**config.mk**
```make
export PLATFORM = sky130hd
export DESIGN_NAME = instr_prefetch_flat
export DESIGN_NICKNAME = d
export VERILOG_FILES = /design/src/rtl/uc_pkg.sv /design/src/rtl/instr_prefetch_if.sv /design/src/rtl/fifo_sync.sv /design/src/rtl/instr_prefetch.sv /design/src/flat_wrapper.sv
export SDC_FILE = /design/constraint.sdc
export NUM_CORES = 1
export LEC_CHECK = 0
export BUFFER_PORTS_ARGS = -buffer_cell sky130_fd_sc_hd__buf_4
export CORE_AREA = 8 8 112 94
export CTS_CLUSTER_DIAMETER = 40
export DETAILED_ROUTE_END_ITERATION = 12
export DIE_AREA = 0 0 120 102
export HOLD_SLACK_MARGIN = 0.05
export PLACE_DENSITY_LB_ADDON = 0.2
export SLEW_MARGIN = 20
export SYNTH_ARGS = -nofsm -noshare
export SYNTH_HDL_FRONTEND = slang
export SYNTH_SLANG_ARGS = --single-unit
```
**constraint.sdc**
```tcl
create_clock -name clk -period 3 [get_ports clk]
set_clock_uncertainty 0.2 [all_clocks]
set_input_delay 0.6 -clock clk [delete_from_list [all_inputs] [get_ports clk]]
set_output_delay 0.6 -clock clk [all_outputs]
set_load 0.1 [all_outputs]
```
**src/rtl/uc_pkg.sv**
```systemverilog
// Shared defaults for the micro-controller fetch path.
// Width and depth defaults live here so every block agrees on them.
package uc_pkg;
    localparam int UC_ADDR_WIDTH = 12;
    localparam int UC_DATA_WIDTH = 8;
    localparam int UC_DEPTH      = 4;

    function automatic int cnt_width(input int depth);
        return $clog2(depth + 1);
    endfunction
endpackage

```
**src/rtl/instr_prefetch_if.sv**
```systemverilog
// Flash read port plus instruction delivery port of the prefetch unit.
// master = prefetch side, slave = flash/consumer side.
interface instr_prefetch_if #(
    parameter int ADDR_WIDTH = uc_pkg::UC_ADDR_WIDTH,
    parameter int DATA_WIDTH = uc_pkg::UC_DATA_WIDTH
);
    import uc_pkg::*;

    logic                  flash_req;
    logic [ADDR_WIDTH-1:0] flash_addr;
    logic                  flash_ready;
    logic [DATA_WIDTH-1:0] flash_data;
    logic                  instr_valid;
    logic [DATA_WIDTH-1:0] instr_data;
    logic [ADDR_WIDTH-1:0] instr_pc;
    logic                  instr_take;

    modport master (
        output flash_req, flash_addr, instr_valid, instr_data, instr_pc,
        input  flash_ready, flash_data, instr_take
    );

    modport slave (
        input  flash_req, flash_addr, instr_valid, instr_data, instr_pc,
        output flash_ready, flash_data, instr_take
    );
endinterface

```
**src/rtl/fifo_sync.sv**
```systemverilog
// Generic synchronous FIFO with flush, occupancy count, full and empty.
// Latency: write visible at head the cycle after push; head read is combinational.
// Backpressure: push ignored when full, pop ignored when empty; flush wins over both.
module fifo_sync #(
    parameter int WIDTH = 8,
    parameter int DEPTH = 4
) (
    input  logic                       clk,
    input  logic                       arst_n,
    input  logic                       flush,
    input  logic                       push,
    input  logic [WIDTH-1:0]           push_dat,
    input  logic                       pop,
    output logic [WIDTH-1:0]           pop_dat,
    output logic [$clog2(DEPTH+1)-1:0] count,
    output logic                       full,
    output logic                       empty
);
    localparam int PW = $clog2(DEPTH);
    localparam int CW = $clog2(DEPTH + 1);

    logic [WIDTH-1:0] mem [DEPTH];
    logic [PW-1:0]    wr_ptr;
    logic [PW-1:0]    rd_ptr;
    logic             do_push;
    logic             do_pop;

    assign full    = (count == CW'(DEPTH));
    assign empty   = (count == '0);
    assign do_push = push & ~full;
    assign do_pop  = pop & ~empty;
    assign pop_dat = mem[rd_ptr];

    // Pointers wrap naturally because DEPTH is a power of two.
    always_ff @(posedge clk or negedge arst_n) begin
        if (!arst_n) begin
            wr_ptr <= '0;
            rd_ptr <= '0;
            count  <= '0;
        end else if (flush) begin
            wr_ptr <= '0;
            rd_ptr <= '0;
            count  <= '0;
        end else begin
            if (do_push) wr_ptr <= wr_ptr + PW'(1);
            if (do_pop)  rd_ptr <= rd_ptr + PW'(1);
            count <= count + CW'(do_push) - CW'(do_pop);
        end
    end

    always_ff @(posedge clk) begin
        if (do_push && !flush) mem[wr_ptr] <= push_dat;
    end
endmodule

```
**src/rtl/instr_prefetch.sv**
```systemverilog
// Instruction prefetcher: streams sequential flash bytes into a small buffer, supports redirect.
// Latency: a flash transfer appears at instr_valid one cycle later; head read is zero-latency.
// Backpressure: flash_req drops when the buffer is full; flash_ready stalls hold flash_addr.
module instr_prefetch
    import uc_pkg::*;
#(
    parameter int                    ADDR_WIDTH = UC_ADDR_WIDTH,
    parameter int                    DATA_WIDTH = UC_DATA_WIDTH,
    parameter int                    DEPTH      = UC_DEPTH,
    parameter logic [ADDR_WIDTH-1:0] RESET_ADDR = '0
) (
    input  logic                       clk,
    input  logic                       arst_n,
    input  logic                       fetch_en,
    input  logic                       redirect,
    input  logic [ADDR_WIDTH-1:0]      redirect_addr,
    output logic [$clog2(DEPTH+1)-1:0] fifo_count,
    instr_prefetch_if.master           bus
);
    typedef struct packed {
        logic [ADDR_WIDTH-1:0] pc;
        logic [DATA_WIDTH-1:0] dat;
    } entry_t;

    logic [ADDR_WIDTH-1:0] fetch_addr;
    entry_t                push_dat;
    entry_t                head;
    logic                  full;
    logic                  empty;
    logic                  push;
    logic                  pop;

    // Gating with arst_n keeps the request low for the whole reset window.
    assign bus.flash_req  = arst_n & fetch_en & ~full & ~redirect;
    assign bus.flash_addr = fetch_addr;

    assign push     = bus.flash_req & bus.flash_ready;
    assign pop      = bus.instr_take & ~empty & ~redirect;
    assign push_dat = '{pc: fetch_addr, dat: bus.flash_data};

    always_ff @(posedge clk or negedge arst_n) begin
        if (!arst_n)       fetch_addr <= RESET_ADDR;
        else if (redirect) fetch_addr <= redirect_addr;
        else if (push)     fetch_addr <= fetch_addr + ADDR_WIDTH'(1);
    end

    fifo_sync #(
        .WIDTH ($bits(entry_t)),
        .DEPTH (DEPTH)
    ) u_fifo (
        .clk      (clk),
        .arst_n   (arst_n),
        .flush    (redirect),
        .push     (push),
        .push_dat (push_dat),
        .pop      (pop),
        .pop_dat  (head),
        .count    (fifo_count),
        .full     (full),
        .empty    (empty)
    );

    // Stale storage must never leak onto the outputs while empty.
    assign bus.instr_valid = ~empty;
    assign bus.instr_data  = empty ? '0 : head.dat;
    assign bus.instr_pc    = empty ? '0 : head.pc;
endmodule
```
**src/flat_wrapper.sv**
```systemverilog
// flat-port wrapper written by rule: the top's interface ports become plain ports
module instr_prefetch_flat import uc_pkg::*;
#(
    parameter int                    ADDR_WIDTH = UC_ADDR_WIDTH,
    parameter int                    DATA_WIDTH = UC_DATA_WIDTH,
    parameter int                    DEPTH      = UC_DEPTH,
    parameter logic [ADDR_WIDTH-1:0] RESET_ADDR = '0
)
  (clk, arst_n, fetch_en, redirect, redirect_addr, fifo_count, bus_flash_req, bus_flash_addr, bus_instr_valid, bus_instr_data, bus_instr_pc, bus_flash_ready, bus_flash_data, bus_instr_take);
  instr_prefetch_if #(.ADDR_WIDTH(ADDR_WIDTH), .DATA_WIDTH(DATA_WIDTH)) bus_i ();
  input  logic clk;
  input  logic arst_n;
  input  logic fetch_en;
  input  logic redirect;
  input  logic [ADDR_WIDTH-1:0] redirect_addr;
  output logic [$clog2(DEPTH+1)-1:0] fifo_count;
  output wire logic [$bits(bus_i.flash_req)-1:0] bus_flash_req;
  output wire logic [$bits(bus_i.flash_addr)-1:0] bus_flash_addr;
  output wire logic [$bits(bus_i.instr_valid)-1:0] bus_instr_valid;
  output wire logic [$bits(bus_i.instr_data)-1:0] bus_instr_data;
  output wire logic [$bits(bus_i.instr_pc)-1:0] bus_instr_pc;
  input wire logic [$bits(bus_i.flash_ready)-1:0] bus_flash_ready;
  input wire logic [$bits(bus_i.flash_data)-1:0] bus_flash_data;
  input wire logic [$bits(bus_i.instr_take)-1:0] bus_instr_take;
  assign bus_flash_req = bus_i.flash_req;
  assign bus_flash_addr = bus_i.flash_addr;
  assign bus_instr_valid = bus_i.instr_valid;
  assign bus_instr_data = bus_i.instr_data;
  assign bus_instr_pc = bus_i.instr_pc;
  assign bus_i.flash_ready = bus_flash_ready;
  assign bus_i.flash_data = bus_flash_data;
  assign bus_i.instr_take = bus_instr_take;
  instr_prefetch #(.ADDR_WIDTH(ADDR_WIDTH), .DATA_WIDTH(DATA_WIDTH), .DEPTH(DEPTH), .RESET_ADDR(RESET_ADDR)) u_core (.clk(clk), .arst_n(arst_n), .fetch_en(fetch_en), .redirect(redirect), .redirect_addr(redirect_addr), .fifo_count(fifo_count), .bus(bus_i));
endmodule
```
# Yosys cells after proc, flatten, opt, wreduce, memory -nomap -nowiden
# Memories as Yosys holds them, arrays and structs flattened.
# Index checks and enable logic that the tools add are counted.
dict set report totals {
  reg_bits 19
  latch_bits 0
  mem_bits_rw 80
  romBits 0
  elab_cells 39
  mem_count 1
}
# memory depth word_bits read_ports rd_ports_with_merged_regs wr line_no
set mem_list {}
lappend mem_list {u_core.u_fifo.mem 4 20 1 0 1 fifo_sync.sv:22} ;# logic [WIDTH-1:0] mem [DEPTH];
dict set report classes {
  add_sub_neg 5
  mul 0
  div 0
  magnitude_cmp 0
  n_eq_ne 1
  shifts 0
  n_mux 11
  bitwise 11
  n_reduce_logical 6
}
# cell count
set op_table {}
lappend op_table {{2-to-1 mux 12 bit} 3}
lappend op_table {{adder 12 x 1 -> 12 bit (second input constant)} 1}
lappend op_table {{AND 1 bit} 8}
lappend op_table {{2-to-1 mux 2 bit} 4}
lappend op_table {{2-to-1 mux 8 bit} 1}
lappend op_table {{nonzero test 2 bit} 3}
lappend op_table {{adder 2 x 1 -> 2 bit (second input constant)} 2}
lappend op_table {{adder 3 x 1 -> 3 bit} 1}
lappend op_table {{== test 3 bit (second input constant)} 1}
lappend op_table {{zero test 3 bit} 1}
lappend op_table {{2-to-1 mux 3 bit} 1}
lappend op_table {{NOT 1 bit} 3}
lappend op_table {{subtractor 3 x 1 -> 3 bit} 1}
lappend op_table {{2-to-1 mux 1 bit} 2}
lappend op_table {{logical AND 1 bit} 1}
lappend op_table {{zero test 1 bit} 1}

# Longest topological paths before layout
# Gate-level depths: netlist of run 1.
dict set report depth {
  ltp_word 9
  ltp_mapped 12
  mapped_depth_nobuf 10
}

# By module
# Synthesis of run 1 repeated with hierarchy kept, for this count alone.
dict set report unflattened {
  cells_unflattened 254
  area_unflattened_um2 4241.6
}
# mod n_inst cells_each area_each_um2
set by_module_without_submodules {}
lappend by_module_without_submodules {fifo_sync 1 152 3357.0}
lappend by_module_without_submodules {instr_prefetch 1 102 884.6}

# Worst setup path after synthesis of run 1
# No wires, ideal clock.
dict set report synth_path {
  kind {register -> output}
  startpoint {reg u_core.u_fifo.count[1]}
  endpoint {out bus_flash_req}
  t_arrival_ps 3274
  t_required_ps 2200
  setup_slack_ps -1074
  stages_incl_launch_ff 3
  path_cell_list {dfrtp_1 nor3b_4 nor3_1}
}
dict set report synth_via {
  elab_chain_len 4
}
# element line_no
set synth_rtl {}
lappend synth_rtl {{start: declaration} fifo_sync.sv:15} ;# output logic [$clog2(DEPTH+1)-1:0] count,
lappend synth_rtl {{start signal: assignment} fifo_sync.sv:47} ;# count <= count + CW'(do_push) - CW'(do_pop);
lappend synth_rtl {{== test 3 bit} fifo_sync.sv:28} ;# assign full = (count == CW'(DEPTH));
lappend synth_rtl {{NOT 1 bit} instr_prefetch.sv:34} ;# assign bus.flash_req = arst_n & fetch_en & ~full & ~redirect;
lappend synth_rtl {{AND 1 bit (2 in series)} instr_prefetch.sv:34}
lappend synth_rtl {{end: declaration} flat_wrapper.sv:17} ;# output wire logic [$bits(bus_i.flash_req)-1:0] bus_flash_req;
# Every way passes these cells.

# Final worst setup path of run 1
dict set report layout_path {
  startpoint {in arst_n}
  endpoint {out bus_flash_req}
}
dict set report layout_via {
  elab_chain_len 3
}
# element line_no
set layout_rtl {}
lappend layout_rtl {{start: declaration} flat_wrapper.sv:12} ;# input logic arst_n;
lappend layout_rtl {{AND 1 bit (3 in series)} instr_prefetch.sv:34}
# Every way passes these cells.

==> flow_summary.toml, run 1 <==
[critical_path]
cp-end-kind = "output pin"
worstSetupStartpointType = "primary input"
timing.rr.end = "u_core.u_fifo.count[2]$_DFF_PN0_"
reg2regPathDepth = 10
slowest_delay_ns = 0.52
worstSetupPathType = "primary input to output pin"
cp.arrival_ns = 2.09
crit_chain = "dlygate4sd3_1, buf_4, buf_4, nand2_1, nor3_4, buf_4"
crit-reg2reg-launch = "u_core.u_fifo.count[1]$_DFF_PN0_"
path_common_cell = "buf_4"
reg2reg_slack_ns = 0.56
cp_slowest_cell = "dlygate4sd3_1"
cp_data_required_time_ns = 2.20
worstPathMaxFanout = 20

[power_and_ir_drop]
clockPowerShare_pct = 21.2
peakVddDrop_v = 0.000438
swShare_pct = 42.0
seq_power_share_pct = 38.1
p_leak_uw = 0.00192
intPower_uw = 2470
power_switching_uw = 1790
powerDensity_nw_per_um2 = 827
comb_power_share_pct = 40.6

[placement]
place_hpwl_um = 5390
pre_cts_slack_ns = 0.521
io_buffers = 62
place.gp.congestion = 0.743
dp_cells = 422

[clocking]
clock_sinks = 99
cts_buffers = 9
cts_setup_buffers = 0
ctsHoldBuffers = 1
cts.repair.resized = 0
clk_pin_slew_ns = 0.09
root_buffer = "clkbuf_8"
h-tree-depth = 3
clk_path_buf_depth = 2
clk_latency_ns = 0.35
cts_tree = "built"

[drt]
final_antenna_net_count = 0
drt_iter0_markers = 150
vias = 2322
drc = 0
drtPass1Iterations = 4
wl_um = 8160
wl_per_cell_um = 18.6
vias_per_cell = 5.30

[yosys]
synthesis.nets = 278
ys_warn_count = 0
synth_area_um2 = 4230
yosys_most_used_dff = "edfxtp_1"
synth-edff-count = 80
async_flop_share_pct = 19.2
synth_cell_types = 44
synthCells = 244
syn_area_per_cell_um2 = 17.3
synth-seq-area-share_pct = 68.1
synth-seq-cells = 99

[timing]
worst_pin_slew_ns = 0.395
fin_ws_ns = 0.114
rsz0062_at_grt = "false"
fin_crit_sh_pct = 96.2
hold_viol = 0
fmaxAchievable_ghz = 0.347
period_minus_slack_ns = 2.89
slew_headroom_pct = 73.6
finalSetupViolCount = 0
report.final.slew_viol_count = 0
fin_tns_setup_ns = 0

[grt]
busiest_layer = "met2"
grt_max_degree = 25
first_global_vias = 2494
grt_first_pass_wirelength_um = 13200
antenna_found_initial = 0
use_met2_pct = 23.4
grt_usage_pct = 14.1
overflow = 0
grt_use_met3_pct = 3.98
grt_use_met1_pct = 17.8

[floorplan]
ios = 63
dieWidth_um = 120
rows = 31
die_area_um2 = 12200
fp.dieH_um = 102
initial_utilization_pct = 48.4
design.core.area_um2 = 8730

[cells_and_area]
final_common_cell = "edfxtp_1"
n_fill_cell = 694
n_antenna_cell = 0
nets = 353
final_cells = 438
final_cell_mix = "edfxtp_1, buf_4, mux4_2"
area_growth_pct = 21.8
drive_gt1_share_pct = 40.2

[min_path]
hold_end = "u_core.u_fifo.mem[0][2]$_DFFE_PP_"
hold_path_class = "primary input to register"
hold_depth = 1
min_from = "bus_flash_data[2]"

[run_status]
status = "completed"

[run]
drv_cap = 0
## layer usage
metal,part of all wire [%],vias up
met1,44,1168
met5,0,-
met3,4.8,8
met2,50,48
li1,-,1098
met4,0.85,0
## cells in the mapped netlist (3+ instances only)
cell type	instances	area share, %
nand2_1	7	0.62
ha_1	7	2.1
dfrtp_1	19	11
mux2i_1	4	0.95
a221o_1	7	1.7
nor3_1	4	0.47
o21ai_0	7	0.83
clkbuf_1	6	0.53
xor2_1	3	0.62
nor2_1	9	0.80
edfxtp_1	80	57
nand3_1	4	0.47
inv_1	7	0.62
mux4_2	20	11
and2_1	25	3.7
## cells by family after synthesis
logic type	after synthesis	share of synthesized area, %
flops	99	68.1
fa+ha+maj	8	2.55
compound gates	25	4.92
mux	24	11.6
simple gates	65	9.74
buf+inv	19	2.25
xor+xnor	4	0.829
## metrics by stage
stage	total power [uW]	util [%]	hold WS [ns]	cell area [um2]
after floorplan	3030	-	0.104	4250
after global placement	3400	56.4	0.332	4920
after detailed placement	3400	56.4	0.341	4920
after CTS	4300	59.0	0.237	5150
after global routing	4430	59.0	0.226	5150
final	4260	59.0	0.250	5150
## worst max-delay path, delay by kind of cell
kind / cells / cell delay [ns]
and+or+nand+nor: 2 / 0.24
buffers and inverters: 4 / 1.22
## flip-flops by register name, summed over array words and instances (netlist names)
signal	cells
u_core.u_fifo.rd_ptr	2
u_core.bus.flash_addr	12
u_core.u_fifo.wr_ptr	2
u_core.u_fifo.mem	80
u_core.u_fifo.count	3
## worst max-delay path by stage
stage	from	to	cells after the start
6_report	arst_n	bus_flash_req	6
3_5_place_dp	redirect	u_core.u_fifo.count[2]$_DFF_PN0_	10
5_1_grt	arst_n	bus_flash_req	6
3_3_place_gp	redirect	u_core.u_fifo.count[2]$_DFF_PN0_	10
2_1_floorplan	u_core.u_fifo.count[1]$_DFF_PN0_	bus_instr_data[0]	3
4_1_cts	arst_n	bus_flash_req	6
## power by group through the flow
stage                     sequential (uW)  clock, uW  combinational (uW)
final                                1620        904                1730
after global routing                 1640        985                1810
after CTS                            1620        927                1750
after detailed placement             1650          0                1750
after global placement               1650          0                1750
after floorplan                      1830          0                1200
## area by class of cell
type | instances | area, um2 | share of cell area [%]
inverter | 8 | 30.0 | 0.584
tap | 115 | 144 | 2.80
multi-input combinational | 126 | 1270 | 24.8
clock buffer | 9 | 124 | 2.41
sequential | 99 | 2880 | 56.0
timing repair buffer | 75 | 603 | 11.7
clock inverter | 6 | 88.8 | 1.73
Note: power is estimated with default switching activity, not from simulation.
==> run 2: changes to the inputs <==
--- a/config.mk
+++ b/config.mk
@@ -5,11 +5,12 @@
 export SDC_FILE = /design/constraint.sdc
 export NUM_CORES = 1
 export LEC_CHECK = 0
+export ABC_AREA = 1
 export BUFFER_PORTS_ARGS = -buffer_cell sky130_fd_sc_hd__buf_4
-export CORE_AREA = 8 8 112 94
+export CORE_AREA = 8 8 115 96
 export CTS_CLUSTER_DIAMETER = 40
 export DETAILED_ROUTE_END_ITERATION = 12
-export DIE_AREA = 0 0 120 102
+export DIE_AREA = 0 0 123 104
 export HOLD_SLACK_MARGIN = 0.05
 export PLACE_DENSITY_LB_ADDON = 0.2
 export SLEW_MARGIN = 20
==> run 2 against run 1 <==
  * Sequential power rose by 3%
  * Worst setup slack improved by 0.12 ns
  * Synthesized area rose by 5.2%
  * Die area rose by 4.5%
  * Maximum frequency rose by 4.3%
  * Via count rose by 35%
  * Critical path depth did not move
  * Critical path type is now register to output pin
  * Critical endpoint is now bus_instr_pc[7]
  * Largest power group unchanged
  * Highest routed layer unchanged
==> flow_summary.toml, run 2 <==
[drt]
drt_iter0_markers = 156
vias_per_cell = 5.15
final_antenna_net_count = 0
vias = 3145
wl_per_cell_um = 16.3
drtPass1Iterations = 6
wl_um = 9980
drc = 0

[floorplan]
rows = 32
design.core.area_um2 = 9290
initial_utilization_pct = 47.8
fp.dieH_um = 104
dieWidth_um = 123
die_area_um2 = 12800
ios = 63

[grt]
overflow = 0
grt_first_pass_wirelength_um = 16300
antenna_found_initial = 0
grt_max_degree = 27
grt_usage_pct = 16.1
first_global_vias = 3163

[yosys]
ys_warn_count = 0
synth_area_um2 = 4440
syn_area_per_cell_um2 = 10.6
yosys_most_used_dff = "edfxtp_1"
synth-edff-count = 80
synth-seq-area-share_pct = 64.8
synthTopCellsByArea = "edfxtp_1, dfrtp_1, nor2_1"
synthCells = 418
yosysMostFrequentCell = "nor2_1"
yosysTopAreaCell = "edfxtp_1"
synth-seq-cells = 99
synthesis.nets = 452
synth_common_cells = "nor2_1, edfxtp_1, nand2_1"
async_flop_share_pct = 19.2
yosysTopAreaCellShare_pct = 54.1
synth_cell_types = 30

[clocking]
cts_buffers = 9
root_buffer = "clkbuf_16"
clk_pin_slew_ns = 0.07
cts_tree = "built"
clk_latency_ns = 0.34
h-tree-depth = 3
clk_path_buf_depth = 2
clock_sinks = 99

[power_and_ir_drop]
intPower_uw = 2800
clockPowerShare_pct = 21.4
powerDensity_nw_per_um2 = 946
peakVddDrop_v = 0.000690
swShare_pct = 47.5
comb_power_share_pct = 47.4
seq_power_share_pct = 31.2
p_leak_uw = 0.00220
power_switching_uw = 2540

[critical_path]
cp.arrival_ns = 1.97
slowest_delay_ns = 0.52
crit_family = "buffers and inverters"
cp_data_required_time_ns = 2.20
crit_chain = "inv_1, buf_4, nor2_1, o21ai_0, a21oi_4, buf_4"
critical_path_buf_inv_count = 3
worstSetupStartpointType = "register"
path_common_cell = "buf_4"
cp_slowest_cell = "dfrtp_1"
worstSetupPathType = "register to output pin"
worstPathMaxFanout = 18
cp-end-kind = "output pin"
reg2reg_slack_ns = 0.60

[timing]
hold_viol = 0
fin_tns_setup_ns = 0
fmaxAchievable_ghz = 0.361
fin_crit_sh_pct = 92.2
worst_pin_slew_ns = 0.451
slew_headroom_pct = 69.6
period_minus_slack_ns = 2.77
report.final.slew_viol_count = 0
finalSetupViolCount = 0
rsz0062_at_grt = "false"

[run]
drv_cap = 0

[cells_and_area]
largest_reg_flops = 80
n_fill_cell = 766
regMostFlops = "u_core.u_fifo.mem"
final_common_cell = "nor2_1"
n_antenna_cell = 0
nets = 521
final_cell_mix = "nor2_1, edfxtp_1, buf_4"
drive_gt1_share_pct = 28.3
final_area_um2 = 5640
area_growth_pct = 27.0

[placement]
place_area_um2 = 5330
place.gp.congestion = 0.813
io_buffers = 62
place_hpwl_um = 6740

[run_status]
status = "completed"

[min_path]
hold_path_class = "primary input to register"
run 2: cell types whose count changed after synthesis, sizes merged, moves of 4 or more:
cell,before,now
o21ai,7,46
buf,5,9
clkbuf,6,10
a21oi,0,20
mux4,20,0
mux2i,4,0
a221o,7,0
and2,25,0
nand3,4,26
inv,8,29
nand2,7,56
nor2,10,101
run 2: cell type report:
type	count	area [um2]	area share [%]
sequential	99	2880	51.1
multi-input combinational	270	1600	28.3
timing repair buffer	77	593	10.5
clock buffer	9	225	3.99
tap	119	149	2.64
inverter	30	121	2.15
clock inverter	7	75.1	1.33
run 2: per-layer routing:
metal	up-vias	track usage, %	routed length (um)
li1	1547	-	-
met1	1513	21.1	4550
met2	77	25.2	4700
met3	8	4.61	613
met4	0	5.24	117
met5	-	0	0
run 2: worst register-to-register path: stages (launching register included):
cell and delay (ns):
dfrtp_4 0.51, inv_1 0.12, nand3_4 0.09, nand2_1 0.12, nor2_1 0.10, ha_1 0.30, inv_1 0.05, ha_1 0.13
inv_1 0.05, fa_1 0.38, xor2_1 0.17, nor2_1 0.06
run 2: cell families after synthesis:
kind of cell    Yosys count  share of synthesized area [%]
compound gates           70                           8.11
simple gates            186                           18.6
flops                    99                           64.8
fa+ha+maj                 8                           2.42
buf+inv                  49                           4.93
xor+xnor                  6                           1.18
run 2: power by group through the flow:
stage | clock (uW) | sequential, uW | combinational, uW
2_1_floorplan | 0 | 1870 | 1810
3_3_place_gp | 0 | 1690 | 2530
3_5_place_dp | 0 | 1690 | 2550
4_1_cts | 1170 | 1670 | 2560
5_1_grt | 1220 | 1680 | 2660
6_report | 1140 | 1670 | 2530
run 2: stage by stage:
stage	hold slack [ns]	instances	power [uW]	setup WS [ns]	utilization, %
after global routing	0.249	611	5560	0.0718	60.7
after detailed placement	0.395	594	4240	0.392	57.4
after CTS	0.249	611	5390	0.219	60.7
after global placement	0.390	594	4220	0.424	57.4
after floorplan	0.104	418	3690	0.0115	-
final	0.264	611	5340	0.234	60.7
run 2: worst paths after layout:
| check | to | start | cells after the start |
|---|---|---|---|
| max | bus_instr_pc[7] | u_core.u_fifo.rd_ptr[1]$_DFFE_PN0P_ | 6 |
| min | u_core.u_fifo.mem[1][6]$_DFFE_PP_ | bus_flash_data[6] | 1 |
| max reg2reg | u_core.u_fifo.count[2]$_DFF_PN0_ | u_core.u_fifo.count[1]$_DFF_PN0_ | 11 |
| min reg2reg | u_core.u_fifo.wr_ptr[1]$_DFFE_PN0P_ | u_core.u_fifo.wr_ptr[1]$_DFFE_PN0P_ | 2 |
| max in group asynchronous | u_core.u_fifo.count[1]$_DFF_PN0_ | arst_n | 3 |
| min in group asynchronous | u_core.u_fifo.count[1]$_DFF_PN0_ | arst_n | 3 |
run 2: what timing repair did:
item | CTS | global route
buffers inserted | 0 | 0
hold buffers | 1 | 0
resized for setup | 0 | 0
hold endpoints to repair | 19 | 0
==> run 3: changes to the inputs <==
==> constraint.sdc (replaced) <==
create_clock -name clk -period 2.4 [get_ports clk]
set_clock_uncertainty 0.2 [all_clocks]
set_input_delay 0.48 -clock clk [delete_from_list [all_inputs] [get_ports clk]]
set_output_delay 0.48 -clock clk [all_outputs]
set_load 0.1 [all_outputs]
==> run 3 against run 2 <==
  * Non-clock buffer count rose by 5
  * Combinational power rose by 47%
  * Core utilization rose by 4.6 points
  * Register-to-register slack got worse by 0.42 ns
  * Design area rose by 7.6%
  * Critical endpoint is now bus_instr_data[4]
==> flow_summary.toml, run 3 (synthesis results as in run 2) <==
[run_status]
status = "completed"

[placement]
io_buffers = 62
place.gp.congestion = 0.774
place_hpwl_um = 6490
pre_cts_slack_ns = 0.0945
dp_cells = 598

[grt]
antenna_found_initial = 0
grt_max_degree = 31
overflow = 0
grt_first_pass_wirelength_um = 16600
grt_usage_pct = 16.6
first_global_vias = 3309

[timing]
worst_pin_slew_ns = 0.408
period_minus_slack_ns = 2.39
rsz0062_at_grt = "true"
finalSetupViolCount = 0
fin_ws_ns = 0.00724
fmaxAchievable_ghz = 0.418
report.final.slew_viol_count = 0
hold_viol = 0
fin_crit_sh_pct = 99.7
slew_headroom_pct = 72.8

[cells_and_area]
final-seq-area_um2 = 2890
final_common_cell = "nor2_1"
n_fill_cell = 709
largest_reg_flops = 80
n_antenna_cell = 0
final_cells = 615
multiInputGateArea_um2 = 1600
drive_gt1_share_pct = 30.6
regMostFlops = "u_core.u_fifo.mem"
nets = 526
final_core_util_pct = 65.3
final_cell_mix = "nor2_1, edfxtp_1, nand2_1, buf_4, o21ai_0"
area_growth_pct = 36.6

[run]
drv_cap = 0

[power_and_ir_drop]
comb_power_share_pct = 50.1
p_leak_uw = 0.00233
intPower_uw = 4150
power_switching_uw = 3280
swShare_pct = 44.1
peakVddDrop_v = 0.000985
clockPowerShare_pct = 21.8
seq_power_share_pct = 28.1
powerDensity_nw_per_um2 = 1220

[clocking]
clock_sinks = 99
clk_pin_slew_ns = 0.07
clk_latency_ns = 0.34
cts_tree = "built"
cts_buffers = 9
clk_path_buf_depth = 2
root_buffer = "clkbuf_16"
h-tree-depth = 3

[floorplan]
design.core.area_um2 = 9290
die_area_um2 = 12800
fp.dieH_um = 104
rows = 32
dieWidth_um = 123
initial_utilization_pct = 47.8
ios = 63

[drt]
drt_iter0_markers = 308
vias = 3142
vias_per_cell = 5.11
wl_per_cell_um = 16.8
final_antenna_net_count = 0
drtPass1Iterations = 4
wl_um = 10300
drc = 0

[critical_path]
reg2regPathDepth = 10
cp_data_required_time_ns = 1.72
worstSetupStartpointType = "register"
cp.arrival_ns = 1.71
crit-reg2reg-launch = "u_core.u_fifo.count[1]$_DFF_PN0_"
cp-end-kind = "output pin"
worstSetupPathType = "register to output pin"
cp-startpoint = "u_core.u_fifo.rd_ptr[0]$_DFFE_PN0P_"
worstPathMaxFanout = 12

[min_path]
min_from = "bus_flash_data[3]"
hold_depth = 1
hold_path_class = "primary input to register"
## run 3: worst paths after layout
| kind | end | slack, ns |
|---|---|---|
| worst min-delay path | u_core.u_fifo.mem[3][3]$_DFFE_PP_ | 0.14 |
| worst max-delay path | bus_instr_data[4] | 0.007 |
| min in group asynchronous | u_core.u_fifo.wr_ptr[0]$_DFFE_PN0P_ | 0.47 |
| worst max register to register | u_core.u_fifo.count[1]$_DFF_PN0_ | 0.18 |
| worst min register to register | u_core.u_fifo.wr_ptr[0]$_DFFE_PN0P_ | 0.44 |
| max in group asynchronous | u_core.u_fifo.count[2]$_DFF_PN0_ | 1.28 |
## run 3: power by group through the flow
stage / combinational [uW] / clock (uW) / sequential (uW)
2_1_floorplan: 2360 / 0 / 2350
3_3_place_gp: 3230 / 0 / 2120
3_5_place_dp: 3260 / 0 / 2120
4_1_cts: 3460 / 1640 / 2090
5_1_grt: 3900 / 1700 / 2100
6_report: 3720 / 1620 / 2090
## run 3: repair_timing
action / CTS / global route
hold endpoints to repair: 19 / 0
cloned: 0 / 0
gates resized for setup: 30 / 47
endpoints found under the setup margin: 20 / 20
buffers inserted: 1 / 0
hold buffers: 1 / 0
## run 3: critical path, cell delays in order, from the launching register on
cell	delay, ns
dfrtp_2	0.46
inv_4	0.15
buf_4	0.20
o21ai_0	0.18
a21oi_4	0.21
buf_12	0.19
## run 3: per-stage QoR
stage                     hold WS [ns]  area (um2)  total power [uW]  setup TNS, ns
after floorplan                -0.0156        4760              4710          -2.73
after global placement           0.270        5460              5340              0
after detailed placement         0.280        5460              5380              0
after CTS                        0.132        5920              7190              0
after global routing             0.128        6070              7690         -0.551
final                            0.139        6070              7430              0
## run 3: final cells by class
type                       instances  area share, %
clock buffer                       9           3.71
multi-input combinational        270           26.4
tap                              119           2.45
timing repair buffer              82           15.8
inverter                          30           2.12
sequential                        99           47.6
clock inverter                     6           1.88
## run 3: routing by layer
metal | vias up | GRT usage [%] | share of wire (%)
met2 | 69 | 28.0 | 49
met1 | 1506 | 20.9 | 45
met5 | - | 0 | 0
li1 | 1556 | - | -
met3 | 11 | 4.29 | 4.8
met4 | 0 | 3.78 | 1.2
